<file path="src/rtl/spi_mstr_ctrl_pkg.sv">
// Shared types and helpers for the spi_mstr_ctrl SPI master.
package spi_mstr_ctrl_pkg;

  typedef enum logic [2:0] {
    ST_IDLE  = 3'd0,
    ST_SETUP = 3'd1,
    ST_SHIFT = 3'd2,
    ST_HOLD  = 3'd3,
    ST_WAIT  = 3'd4,
    ST_GAP   = 3'd5
  } state_e;

  localparam int DEF_DATA_WIDTH = 8;
  localparam int HALF_PER_WORD  = 2 * DEF_DATA_WIDTH;

  // sck half-periods spent in SHIFT for one word of dw bits
  function automatic int half_periods(input int dw);
    return 2 * dw;
  endfunction

  // width of a down-counter that must hold clk_div-1 (at least one bit)
  function automatic int div_cnt_w(input int clk_div);
    return (clk_div > 1) ? $clog2(clk_div) : 1;
  endfunction

endpackage

</file>
<file path="src/rtl/spi_mstr_ctrl_tick.sv">
// Half-period timer: reloads CLK_DIV-1 on load or on reaching zero; tick while at zero.
module spi_mstr_ctrl_tick
  import spi_mstr_ctrl_pkg::*;
#(
  parameter int CLK_DIV = 2,
  parameter int CNT_W   = div_cnt_w(CLK_DIV)
) (
  input  logic clk,
  input  logic reset,
  input  logic load,
  output logic tick
);

  localparam logic [CNT_W-1:0] RELOAD = CNT_W'(CLK_DIV - 1);
  localparam logic [CNT_W-1:0] ONE    = CNT_W'(1);

  logic [CNT_W-1:0] cnt;

  // free-running between loads so every half-period is exactly CLK_DIV cycles
  always_ff @(posedge clk) begin
    if (reset) begin
      cnt <= RELOAD;
    end else if (load || (cnt == {CNT_W{1'b0}})) begin
      cnt <= RELOAD;
    end else begin
      cnt <= cnt - ONE;
    end
  end

  assign tick = (cnt == {CNT_W{1'b0}});

endmodule

</file>
<file path="src/rtl/spi_mstr_ctrl.sv">
// SPI master: valid/ready word stream to sck/mosi/ss frames, miso word back on rx.
// Optional macro SPI_MSTR_CTRL_LSB_FIRST_EN selects LSB-first bit order (default MSB first).
module spi_mstr_ctrl
  import spi_mstr_ctrl_pkg::*;
#(
  parameter int SS_WIDTH   = 1,
  parameter int DATA_WIDTH = 8,
  parameter int CLK_DIV    = 2,
  parameter int CPOL       = 0,
  parameter int CPHA       = 0
) (
  input  logic                  clk,
  input  logic                  reset,
  input  logic                  tx_valid,
  output logic                  tx_ready,
  input  logic [DATA_WIDTH-1:0] tx_data,
  input  logic [SS_WIDTH-1:0]   tx_ss_sel,
  input  logic                  tx_last,
  output logic                  rx_valid,
  output logic [DATA_WIDTH-1:0] rx_data,
  output logic                  busy,
  output logic                  sck,
  output logic                  mosi,
  input  logic                  miso,
  output logic [SS_WIDTH-1:0]   ss
);

  localparam int               HPW     = half_periods(DATA_WIDTH);
  localparam int               HPW_W   = $clog2(HPW);
  localparam logic [HPW_W-1:0] HP_LAST = HPW_W'(HPW - 1);
  localparam logic [HPW_W-1:0] HP_ONE  = HPW_W'(1);
  localparam logic             CPOL_B  = 1'(CPOL);
  localparam logic             CPHA_B  = 1'(CPHA);

`ifdef SPI_MSTR_CTRL_LSB_FIRST_EN
  function automatic logic first_bit(input logic [DATA_WIDTH-1:0] w);
    return w[0];
  endfunction
  function automatic logic [DATA_WIDTH-1:0] shift_out(input logic [DATA_WIDTH-1:0] w);
    return {1'b0, w[DATA_WIDTH-1:1]};
  endfunction
  function automatic logic [DATA_WIDTH-1:0] shift_in(input logic [DATA_WIDTH-1:0] w, input logic b);
    return {b, w[DATA_WIDTH-1:1]};
  endfunction
`else
  function automatic logic first_bit(input logic [DATA_WIDTH-1:0] w);
    return w[DATA_WIDTH-1];
  endfunction
  function automatic logic [DATA_WIDTH-1:0] shift_out(input logic [DATA_WIDTH-1:0] w);
    return {w[DATA_WIDTH-2:0], 1'b0};
  endfunction
  function automatic logic [DATA_WIDTH-1:0] shift_in(input logic [DATA_WIDTH-1:0] w, input logic b);
    return {w[DATA_WIDTH-2:0], b};
  endfunction
`endif

  state_e                state;
  state_e                state_nxt;
  logic                  tick;
  logic                  tick_load;
  logic [HPW_W-1:0]      hp_cnt;
  logic [DATA_WIDTH-1:0] tx_sh;
  logic [DATA_WIDTH-1:0] rx_sh;
  logic                  last_word;
  logic [SS_WIDTH-1:0]   sel;

  spi_mstr_ctrl_tick #(
    .CLK_DIV (CLK_DIV)
  ) u_tick (
    .clk   (clk),
    .reset (reset),
    .load  (tick_load),
    .tick  (tick)
  );

  assign tx_ready = (state == ST_IDLE) || (state == ST_WAIT);
  assign busy     = (state != ST_IDLE);

  always_ff @(posedge clk) begin
    if (reset) begin
      state <= ST_IDLE;
    end else begin
      state <= state_nxt;
    end
  end

  // next state; the half-period timer is restarted on every word accept
  always_comb begin
    state_nxt = state;
    tick_load = 1'b0;
    case (state)
      ST_IDLE, ST_WAIT: begin
        if (tx_valid) begin
          state_nxt = ST_SETUP;
          tick_load = 1'b1;
        end else begin
          state_nxt = state;
        end
      end
      ST_SETUP: begin
        if (tick) state_nxt = ST_SHIFT;
        else      state_nxt = state;
      end
      ST_SHIFT: begin
        if (tick && (hp_cnt == HP_LAST)) state_nxt = ST_HOLD;
        else                             state_nxt = state;
      end
      ST_HOLD: begin
        if (tick) state_nxt = last_word ? ST_GAP : ST_WAIT;
        else      state_nxt = state;
      end
      ST_GAP: begin
        if (tick) state_nxt = ST_IDLE;
        else      state_nxt = state;
      end
      default: state_nxt = ST_IDLE;
    endcase
  end

  // serial datapath and SPI pins
  always_ff @(posedge clk) begin
    if (reset) begin
      sck       <= CPOL_B;
      mosi      <= 1'b0;
      ss        <= {SS_WIDTH{1'b1}};
      rx_valid  <= 1'b0;
      rx_data   <= {DATA_WIDTH{1'b0}};
      hp_cnt    <= {HPW_W{1'b0}};
      tx_sh     <= {DATA_WIDTH{1'b0}};
      rx_sh     <= {DATA_WIDTH{1'b0}};
      last_word <= 1'b0;
      sel       <= {SS_WIDTH{1'b0}};
    end else begin
      rx_valid <= 1'b0;
      case (state)
        ST_IDLE, ST_WAIT: begin
          if (tx_valid) begin
            // CPHA=0 presents the first bit during SETUP; CPHA=1 drives it on the first leading edge
            tx_sh     <= CPHA_B ? tx_data : shift_out(tx_data);
            mosi      <= CPHA_B ? 1'b0 : first_bit(tx_data);
            last_word <= tx_last;
            hp_cnt    <= {HPW_W{1'b0}};
            if (state == ST_IDLE) begin
              sel <= tx_ss_sel;
              ss  <= ~tx_ss_sel;
            end
          end
        end
        ST_SHIFT: begin
          if (tick) begin
            sck    <= ~sck;
            hp_cnt <= hp_cnt + HP_ONE;
            // even hp_cnt produces a leading edge, odd a trailing edge
            if (hp_cnt[0] == CPHA_B) begin
              rx_sh <= shift_in(rx_sh, miso);
            end else if (hp_cnt != HP_LAST) begin
              mosi  <= first_bit(tx_sh);
              tx_sh <= shift_out(tx_sh);
            end
          end
        end
        ST_HOLD: begin
          if (tick) begin
            rx_valid <= 1'b1;
            rx_data  <= rx_sh;
            if (last_word) ss <= {SS_WIDTH{1'b1}};
          end
        end
        default: begin
        end
      endcase
    end
  end

endmodule

</file>
<file path="config.mk">
export PLATFORM = sky130hd
export DESIGN_NAME = spi_mstr_ctrl
export DESIGN_NICKNAME = d
export VERILOG_FILES = /design/src/rtl/spi_mstr_ctrl_pkg.sv /design/src/rtl/spi_mstr_ctrl_tick.sv /design/src/rtl/spi_mstr_ctrl.sv
export SDC_FILE = /design/constraint.sdc
export NUM_CORES = 1
export LEC_CHECK = 0
export ABC_CLOCK_PERIOD_IN_PS = 3200
export CAP_MARGIN = 20
export CORE_ASPECT_RATIO = 1.2
export CORE_MARGIN = 5
export CORE_UTILIZATION = 45
export DETAILED_ROUTE_END_ITERATION = 10
export GPL_TIMING_DRIVEN = 0
export PLACE_DENSITY = 0.68
export SLEW_MARGIN = 5
export SYNTH_ARGS = -nofsm -noshare
export SYNTH_HDL_FRONTEND = slang
export SYNTH_SLANG_ARGS = --single-unit
</file>
<file path="constraint.sdc">
create_clock -name clk -period 3.2 [get_ports clk]
set_input_delay 0.64 -clock clk [delete_from_list [all_inputs] [get_ports clk]]
set_output_delay 0.64 -clock clk [all_outputs]
set_load 0.02 [all_outputs]
</file>
==> reports/metrics.csv <==
stage,metric,value,unit
global_routing,antenna_found_initial,0,
critical_path,required,2.56,ns
min_path,whs_endpoint,rx_data[7],
synth,ys_ff_latch,36,
drt,avgViaCountPerCell,5.39,
synth,synth_cell_types,35,
cts,cts.sinks,36,
sta,clock_skew,0.00421,ns
cells_and_area,final_cell_mix,"nand2_1, dfxtp_1, clkdlybuf4s50_1",
critical_path,worstSetupStartpointType,flip-flop,
placed_design,port_buffers,27,
pwr,peakVddDrop,0.000516,V
synth,syn_area,0.00156,mm^2
critical_path,crit_arrival,1.88,ns
cts,cts_buffers,5,
global_routing,grt_first_pass_wirelength,6.02,mm
cts,clockBufferDepth,2,
synth,synth-edff-count,0,
sta,setup_viol,0,
die,core.rowCount,23,
sta,period_needed,2.52,ns
drt,first_pass_iters,4,
global_routing,grt-ovfl-total,0,
global_routing,grtUsageMet3,0.0529,
die,dieWidth,63.8,um
critical_path,cpPeakStageDelay,0.60,ns
sta,fin_hold_ws,0.459,ns
critical_path,startpoint,state[0],
drt,wl_per_cell,13.4,um
critical_path,cp.buffers_inverters,2,
drt,vias,1391,
critical_path,reg2regPathDepth,6,
cells_and_area,diodes,0,
pwr,p_per_area,624,mW/mm^2
pwr,leakage,0.782,nW
die,die_area,0.00476,mm^2
sta,worstMarginPinSlew,0.628,ns
cells_and_area,fin_nets,235,
placed_design,pre_cts_ws,0.695,ns
synth,synth_ff_type,dfxtp_1,
synth,postSynthCellCount,186,
cts,post_cts_resized,0,
die,start_util,0.468,
global_routing,grt_use_total,0.157,
cts,cts_max_level,2,
die,core_area,0.00334,mm^2
cells_and_area,drive_gt1_frac,0.0769,
min_path,min_path_cells,2,
synth,syn_nets,201,
critical_path,critPathKind,reg2out,
drt,totalWireLength,3.47,mm
sta,maxSlewViolCount,0,
critical_path,critical_path.endpoint_type,output port,
cts,clk_pin_slew,0.07,ns
placed_design,hpwl,2.48,mm
run_status,status,"complete, no violations",
job,cap_viol_max_count,0,
min_path,worstHoldStart,rx_data[7],
sta,max_freq,396,MHz
synth,synth-seq-area-share,0.461,
drt,ant_nets,0,
cells_and_area,syn2layout_area_growth,28.3,%
global_routing,use_met1,0.185,
sta,hold_violations,0,
placed_design,place_congestion,0.801,
sta,layout_setup_ws,0.678,ns
pwr,total_power,1.25,mW
cells_and_area,final_common_cell,nand2_1,
cts,root_buffer,clkbuf_8,
critical_path,r2r_end,tx_sh[4],
critical_path,crit_family,buffers and inverters,
synth,ys_warn_count,0,
global_routing,grt.busiest_layer,met2,
cts,cts_tree,done,
global_routing,met2_usage,0.273,
min_path,hold_path_class,reg2reg,
critical_path,cpMaxStageDelayCell,clkdlybuf4s50_1,
sta,finalSetupTns,0,ns
cells_and_area,final_core_util,0.601,
critical_path,r2r-start,u_tick.cnt,
cts,clkLatencyLatePin,0.28,ns
sta,relSlewSlack,0.579,
synth,async_reset_ff_frac,0,
drt,drc,0,
global_routing,grt_pass1_vias,1384,
synth,syn_area_per_cell,8.40,um^2
die,ioPinCount,28,
global_routing,grt_max_degree,12,
cts,cts_hold_buf,0,
critical_path,path_cells,clkbuf_1 -> nor2_1 -> nand2_1 -> clkdlybuf4s50_1,
critical_path,reg2reg_setup_slack,1.36,ns
drt,drt_iter0_drc,85,
cts,post_cts_buffers,0,
sta,fin_crit_sh,0.788,
sta,rsz0062_at_grt,no,
die,die_h,74.6,um
critical_path,critPathMaxFanout,10,
==> flip-flops by register name (all words and copies together) (netlist names) <==
signal / count
rx_sh: 8
rx_data: 8
ss: 1
sck: 1
last_word: 1
u_tick.cnt: 1
state: 3
mosi: 1
hp_cnt: 4
rx_valid: 1
tx_sh: 7
==> cell families (layout without fill, tap and decap cells) <==
kind of cell | count (synthesis) | in the layout | share of synthesized area
AO/OA/AOI/OAI | 46 | 46 | 0.180
XOR/XNOR | 5 | 5 | 0.0280
adder cells (fa/ha/maj) | 1 | 1 | 0.00801
buffers and inverters | 14 | 49 | 0.0448
flip-flops | 36 | 36 | 0.461
multiplexers | 10 | 10 | 0.0641
AND/OR/NAND/NOR | 74 | 74 | 0.214
==> worst register-to-register path, cell delays in order, from the launching register on <==
cell and delay [ns]:
dfxtp_1 0.31, clkbuf_2 0.19, nor3b_1 0.11, o21ai_1 0.51, clkbuf_1 0.37, o21ai_0 0.16
a21oi_1 0.13
==> Yosys cell counts (2+ instances only) <==
master	number	share of area
nand2_1	41	0.098
or3_1	2	0.0080
a21oi_1	22	0.070
clkbuf_1	6	0.014
o32ai_1	2	0.011
nor2_1	15	0.036
buf_6	2	0.014
dfxtp_1	36	0.46
nand3_1	6	0.019
xor2_1	2	0.011
mux2i_1	10	0.064
xnor2_1	3	0.017
o21ai_0	9	0.029
inv_1	3	0.0072
a211o_1	7	0.039
==> worst max path at each step <==
stage	endpoint	slack, ns	cells after the start
global route	busy	0.55	4
global placement	tx_sh[1]	0.74	6
detailed placement	tx_sh[3]	0.69	6
CTS	busy	0.69	4
floorplan	busy	1.45	3
finish	busy	0.68	4
==> final cells by class <==
class / count / area (um^2)
Inverter: 3 / 11.3
Clock inverter: 1 / 30.0
Tap cell: 37 / 46.3
Buffer: 11 / 58.8
Timing Repair Buffer: 27 / 270
Fill cell: 294 / 1330
Multi-Input combinational cell: 136 / 772
Sequential cell: 36 / 721
Clock buffer: 7 / 96.3
==> through the flow <==
step	cells	area [um^2]
global placement	250	1880
global route	258	2010
finish	258	2010
floorplan	186	1560
detailed placement	250	1880
CTS	258	2010
==> routing by layer <==
layer / wire, um / vias up
met1: 1560 / 646
met5: 0 / -
met3: 157 / 6
met2: 1710 / 34
met4: 41 / 0
li1: - / 705
==> power by group <==
group	leakage [nW]	switching, mW	internal (mW)
registers	0.292	0.0232	0.482
clock network	0.0645	0.155	0.275
logic	0.426	0.179	0.136
Power figures use the tool's default switching activity.
